### src/rtl/mc_stage_ctrl_if.sv
// Bus between the multi-cycle stage controller and the datapath it drives:
// instruction/memory status in, per-stage write enables and status out.
interface mc_stage_ctrl_if;
    logic [31:0] instr;
    logic        mem_ready;
    logic        IRWre;
    logic        PCWre;
    logic        RegWre;
    logic        MemRead;
    logic        MemWrite;
    logic [2:0]  state;
    logic        halted;
    logic [31:0] cycle_cnt;
    logic [31:0] retire_cnt;

    // The controller side issues enables; the datapath side consumes them.
    modport master (
        input  instr, mem_ready,
        output IRWre, PCWre, RegWre, MemRead, MemWrite,
        output state, halted, cycle_cnt, retire_cnt
    );

    modport slave (
        output instr, mem_ready,
        input  IRWre, PCWre, RegWre, MemRead, MemWrite,
        input  state, halted, cycle_cnt, retire_cnt
    );
endinterface

### src/rtl/mc_stage_ctrl.sv
// Multi-cycle IF/ID/EXE/MEM/WB stage controller for the 32-bit CPU datapath.
// Optional cycle/retire counters are enabled by defining MC_STAGE_CTRL_PERF_EN.
module mc_stage_ctrl #(
    parameter logic [5:0] OP_RTYPE = 6'b000000,
    parameter logic [5:0] OP_LW    = 6'b100011,
    parameter logic [5:0] OP_SW    = 6'b101011,
    parameter logic [5:0] OP_BEQ   = 6'b000100,
    parameter logic [5:0] OP_J     = 6'b000010,
    parameter logic [5:0] OP_HALT  = 6'b111111
) (
    input  logic           CLK,
    input  logic           Reset,
    mc_stage_ctrl_if.master bus
);

    typedef enum logic [2:0] {
        S_IF   = 3'd0,
        S_ID   = 3'd1,
        S_EXE  = 3'd2,
        S_MEM  = 3'd3,
        S_WB   = 3'd4,
        S_HALT = 3'd5
    } state_t;

    state_t     state_q;
    logic [5:0] op;
    logic       op_r, op_lw, op_sw, op_beq, op_j, op_halt;
    logic       pc_wre;
    logic       unused_instr_bits;

    assign op      = bus.instr[31:26];
    assign op_r    = (op == OP_RTYPE);
    assign op_lw   = (op == OP_LW);
    assign op_sw   = (op == OP_SW);
    assign op_beq  = (op == OP_BEQ);
    assign op_j    = (op == OP_J);
    assign op_halt = (op == OP_HALT);
    assign unused_instr_bits = ^bus.instr[25:0];

    // NOTE: sequential state uses non-blocking assignments so every flop
    // samples pre-edge values regardless of block ordering.
    always_ff @(posedge CLK or negedge Reset) begin
        if (!Reset) begin
            state_q <= S_IF;
        end else begin
            case (state_q)
                S_IF:  state_q <= S_ID;
                S_ID: begin
                    if (op_halt)
                        state_q <= S_HALT;
                    else if (op_r || op_lw || op_sw || op_beq)
                        state_q <= S_EXE;
                    else
                        state_q <= S_IF;   // J and unknown opcodes retire here
                end
                S_EXE: begin
                    if (op_r)
                        state_q <= S_WB;
                    else if (op_lw || op_sw)
                        state_q <= S_MEM;
                    else
                        state_q <= S_IF;
                end
                S_MEM: begin
                    if (bus.mem_ready)
                        state_q <= op_lw ? S_WB : S_IF;
                end
                S_WB:   state_q <= S_IF;
                S_HALT: state_q <= S_HALT;
                default: state_q <= S_IF;
            endcase
        end
    end

    // NOTE: every output gets a default before the case so no latch is
    // inferred for paths that do not mention it.
    always_comb begin
        bus.IRWre    = 1'b0;
        pc_wre       = 1'b0;
        bus.RegWre   = 1'b0;
        bus.MemRead  = 1'b0;
        bus.MemWrite = 1'b0;
        bus.halted   = 1'b0;
        case (state_q)
            S_IF:  bus.IRWre = 1'b1;
            S_ID:  pc_wre    = !(op_halt || op_r || op_lw || op_sw || op_beq);
            S_EXE: pc_wre    = !(op_r || op_lw || op_sw);
            S_MEM: begin
                bus.MemRead  = op_lw;
                bus.MemWrite = op_sw;
                pc_wre       = bus.mem_ready && !op_lw;
            end
            S_WB: begin
                bus.RegWre = 1'b1;
                pc_wre     = 1'b1;
            end
            S_HALT: bus.halted = 1'b1;
            default: ;
        endcase
    end

    assign bus.PCWre = pc_wre;
    assign bus.state = state_q;

`ifdef MC_STAGE_CTRL_PERF_EN
    logic [31:0] cycle_cnt_q;
    logic [31:0] retire_cnt_q;

    always_ff @(posedge CLK or negedge Reset) begin
        if (!Reset) begin
            cycle_cnt_q  <= 32'd0;
            retire_cnt_q <= 32'd0;
        end else begin
            if (state_q != S_HALT)
                cycle_cnt_q <= cycle_cnt_q + 32'd1;
            if (pc_wre)
                retire_cnt_q <= retire_cnt_q + 32'd1;
        end
    end

    assign bus.cycle_cnt  = cycle_cnt_q;
    assign bus.retire_cnt = retire_cnt_q;
`else
    assign bus.cycle_cnt  = 32'd0;
    assign bus.retire_cnt = 32'd0;
`endif

endmodule

### src/flat_wrapper.sv
// flat-port wrapper written by rule: the top's interface ports become plain ports
module mc_stage_ctrl_flat 
#(
    parameter logic [5:0] OP_RTYPE = 6'b000000,
    parameter logic [5:0] OP_LW    = 6'b100011,
    parameter logic [5:0] OP_SW    = 6'b101011,
    parameter logic [5:0] OP_BEQ   = 6'b000100,
    parameter logic [5:0] OP_J     = 6'b000010,
    parameter logic [5:0] OP_HALT  = 6'b111111
)
  (CLK, Reset, bus_instr, bus_mem_ready, bus_IRWre, bus_PCWre, bus_RegWre, bus_MemRead, bus_MemWrite, bus_state, bus_halted, bus_cycle_cnt, bus_retire_cnt);
  mc_stage_ctrl_if bus_i ();
  input  logic CLK;
  input  logic Reset;
  input wire logic [$bits(bus_i.instr)-1:0] bus_instr;
  input wire logic [$bits(bus_i.mem_ready)-1:0] bus_mem_ready;
  output wire logic [$bits(bus_i.IRWre)-1:0] bus_IRWre;
  output wire logic [$bits(bus_i.PCWre)-1:0] bus_PCWre;
  output wire logic [$bits(bus_i.RegWre)-1:0] bus_RegWre;
  output wire logic [$bits(bus_i.MemRead)-1:0] bus_MemRead;
  output wire logic [$bits(bus_i.MemWrite)-1:0] bus_MemWrite;
  output wire logic [$bits(bus_i.state)-1:0] bus_state;
  output wire logic [$bits(bus_i.halted)-1:0] bus_halted;
  output wire logic [$bits(bus_i.cycle_cnt)-1:0] bus_cycle_cnt;
  output wire logic [$bits(bus_i.retire_cnt)-1:0] bus_retire_cnt;
  assign bus_i.instr = bus_instr;
  assign bus_i.mem_ready = bus_mem_ready;
  assign bus_IRWre = bus_i.IRWre;
  assign bus_PCWre = bus_i.PCWre;
  assign bus_RegWre = bus_i.RegWre;
  assign bus_MemRead = bus_i.MemRead;
  assign bus_MemWrite = bus_i.MemWrite;
  assign bus_state = bus_i.state;
  assign bus_halted = bus_i.halted;
  assign bus_cycle_cnt = bus_i.cycle_cnt;
  assign bus_retire_cnt = bus_i.retire_cnt;
  mc_stage_ctrl #(.OP_RTYPE(OP_RTYPE), .OP_LW(OP_LW), .OP_SW(OP_SW), .OP_BEQ(OP_BEQ), .OP_J(OP_J), .OP_HALT(OP_HALT)) u_core (.CLK(CLK), .Reset(Reset), .bus(bus_i));
endmodule
### config.mk
export PLATFORM = sky130hd
export DESIGN_NAME = mc_stage_ctrl_flat
export DESIGN_NICKNAME = d
export VERILOG_FILES = /design/src/rtl/mc_stage_ctrl_if.sv /design/src/rtl/mc_stage_ctrl.sv /design/src/flat_wrapper.sv
export SDC_FILE = /design/constraint.sdc
export NUM_CORES = 1
export LEC_CHECK = 0
export ABC_AREA = 1
export BUFFER_PORTS_ARGS = -buffer_cell sky130_fd_sc_hd__buf_2
export CORE_MARGIN = 3
export CORE_UTILIZATION = 34
export CTS_CLUSTER_DIAMETER = 80
export DETAILED_ROUTE_END_ITERATION = 7
export PLACE_DENSITY = 0.92
export SYNTH_ARGS = -nofsm -noshare
export SYNTH_HDL_FRONTEND = slang
export SYNTH_SLANG_ARGS = --single-unit
export TNS_END_PERCENT = 100
### constraint.sdc
create_clock -name CLK -period 1.84 [get_ports CLK]
set_input_delay 0.368 -clock CLK [delete_from_list [all_inputs] [get_ports CLK]]
set_output_delay 0.368 -clock CLK [all_outputs]
set_load 0.01 [all_outputs]
==> qor.yml <==
sta:
  clock_skew_ns: 0.00130
  slew_viol_final: 0
  clock.fmax_mhz: 586
  hold_viol: 0
  fin_setup_tns_ns: 0
  period_needed_ns: 1.71
  finalSetupViolCount: 0
  hold-worst-slack_ns: 0.430
  rsz0062_at_grt: "no"
  setup_ws_ns: 0.133
  fin_crit_sh: 0.928
power_and_ir_drop:
  p_int_w: 0.000237
  power_density_mw_per_mm2: 639
  switching_share: 0.496
  pwr-share-comb: 0.530
  ir_worst_vdd_mv: 0.338
  power_w: 0.000470
  switching_power_w: 0.000233
  sequentialPowerShare: 0.229
  power.leakage_nw: 0.496
  p_clk_frac: 0.241
cells_and_area:
  antennaDiodeCount: 0
  largest_reg_flops: 3
  final_layout_size_suffix_gt1_frac: 0.181
  area_delta_synth_final_pct: -10.6
  fin_nets: 185
global_route:
  grt_pass1_wl_microns: 1830
  antenna_found_initial: 0
  grt_pass1_vias: 476
  grt_max_degree: 9
  grt_overflow_total: 0
  grtUsageTotal: 0.0734
routing:
  via_per_inst: 3.46
  drc: 0
  dr_total_vias: 612
  finalWirelength_microns: 1320
  detail_route.wl_per_cell_microns: 7.48
  drt_first_pass_iters: 4
  first_iter_violations: 9
  drtAntennaViolNets: 0
die:
  io_pins: 108
  die_w_microns: 55.2
  die_h_microns: 55.2
  fp-row-count: 17
  start_util: 0.365
  coreArea_sq_mm: 0.00225
  dieArea_sq_mm: 0.00305
worst_hold_path:
  whs_path_depth: 3
  hp-class: "input port to register"
critical_path:
  cp_max_fo: 8
  crit_path_start_kind: "register"
  cp.required_ns: 1.47
  slowest_delay_ns: 0.46
  cp-end-kind: "primary output"
  cp_slowest_cell: "dfrtp_1"
  critPathArrivalTime_ns: 1.34
  crit_chain: "inv_2 > nand2_1 > nor2_2 > o211ai_1 > nand3_1 > buf_2"
  r2r_cells: 7
  worstSetupPathType: "register to primary output"
clock_network:
  cts.clk_slew.worst_paths_ns: 0.04
  clock-root-buffer: "clkbuf_4"
  htreeDepth: 1
  cts_tree: "done"
  clock_sink_count: 3
  cts_resized: 0
  clock_path_buffers: 2
  cts_made_buffers: 3
  cts_setup_buffers: 0
  clk_latency_ns: 0.23
  cts_hold_buf: 1
synthesis:
  yosysWarnings: 0
  syn_avg_cell_area_sq_um: 6.43
  postSynthCellCount: 128
  yosysSeqAreaShare: 0.0912
  yosysUniqueCellTypes: 16
  synth_area_sq_um: 823
  synth_seq_cells: 3
place:
  hpwl_microns: 1180
  preCtsSetupSlack_ns: 0.245
  port_buffers: 17
  gp_congestion: 0.714
status:
  outcome: "finished clean"
run:
  maxCapViolCount: 0
[cell type report]
cell class                 instances  area, sq um
inverter                          11         41.3
fill                             257         1520
multi-input combinational        113          463
timing repair buffer              18         95.1
sequential                         3         75.1
tap                               28         35.0
clock buffer                       4         26.3
[power by group through the flow]
stage	clock, W	sequential (W)	combinational, W
finish	0.000113	0.000108	0.000249
detailed placement	0	0.000108	0.000241
CTS	0.000114	0.000108	0.000246
floorplan	0	0.000112	0.000266
global placement	0	0.000107	0.000239
global route	0.000119	0.000111	0.000283
[stage by stage]
stage	util	cell area [sq um]	cells
floorplan	-	1060	191
global placement	0.310	699	172
detailed placement	0.310	699	172
CTS	0.326	736	177
global route	0.326	736	177
finish	0.326	736	177
[Yosys cell counts]
cell type	count	area [sq um]
nor2_1	14	52.6
nand3_1	9	45.0
buf_4	64	480
nand2_1	16	60.1
nor2_2	3	18.8
dfrtp_1	3	75.1
nand2_2	1	6.26
nor3_1	1	5.00
nand4_1	1	6.26
conb_1	1	3.75
inv_1	10	37.5
inv_2	1	3.75
o211ai_1	1	7.51
a21oi_1	1	5.00
or2_2	1	6.26
nand3_2	1	10.0
[worst max-delay path: cells and delay by family (launching register included)]
family | cells | cell delay (ns)
AND/OR/NAND/NOR | 3 | 0.31
AO/OA/AOI/OAI | 1 | 0.11
flip-flops | 1 | 0.46
buffers and inverters | 2 | 0.23
[placed cells by master (no fill, tap or decap)]
cell type / n
nand2_2: 1
dlygate4sd3_1: 1
nor2_1: 14
or2_2: 1
clkbuf_4: 3
nor3_1: 1
buf_2: 17
inv_1: 10
nand3_2: 1
nand2_1: 16
nor2_2: 3
inv_2: 1
o211ai_1: 1
clkbuf_1: 1
dfrtp_1: 3
nand4_1: 1
nand3_1: 9
conb_1: 64
a21oi_1: 1
[path summary, 6_finish.rpt]
kind                                     startpoint                  end  slack (ns)
min in group asynchronous                     Reset  u_core.bus.state[1]        0.46
worst min-delay path                  bus_mem_ready  u_core.bus.state[2]        0.43
worst max register to register  u_core.bus.state[2]  u_core.bus.state[0]        0.65
max in group asynchronous                     Reset  u_core.bus.state[0]        1.28
worst min register to register  u_core.bus.state[2]  u_core.bus.state[0]        0.72
worst max-delay path            u_core.bus.state[2]            bus_PCWre        0.13
[layer usage]
metal / part of all wire / track usage / routed length (microns) / vias to the layer above
met1: 0.29 / 0.0650 / 387 / 266
met3: 0.12 / 0.0140 / 155 / 2
met2: 0.59 / 0.154 / 775 / 40
met5: 0 / 0 / 0 / -
met4: 0.0045 / 0.0313 / 6 / 0
li1: - / - / - / 304
[kinds of logic after synthesis]
family / Yosys count / synth area share
simple gates: 47 / 0.255
flops: 3 / 0.0912
other cells: 1 / 0.00455
buf+inv: 75 / 0.634
compound gates: 2 / 0.0152
Power figures use the tool's default switching activity.
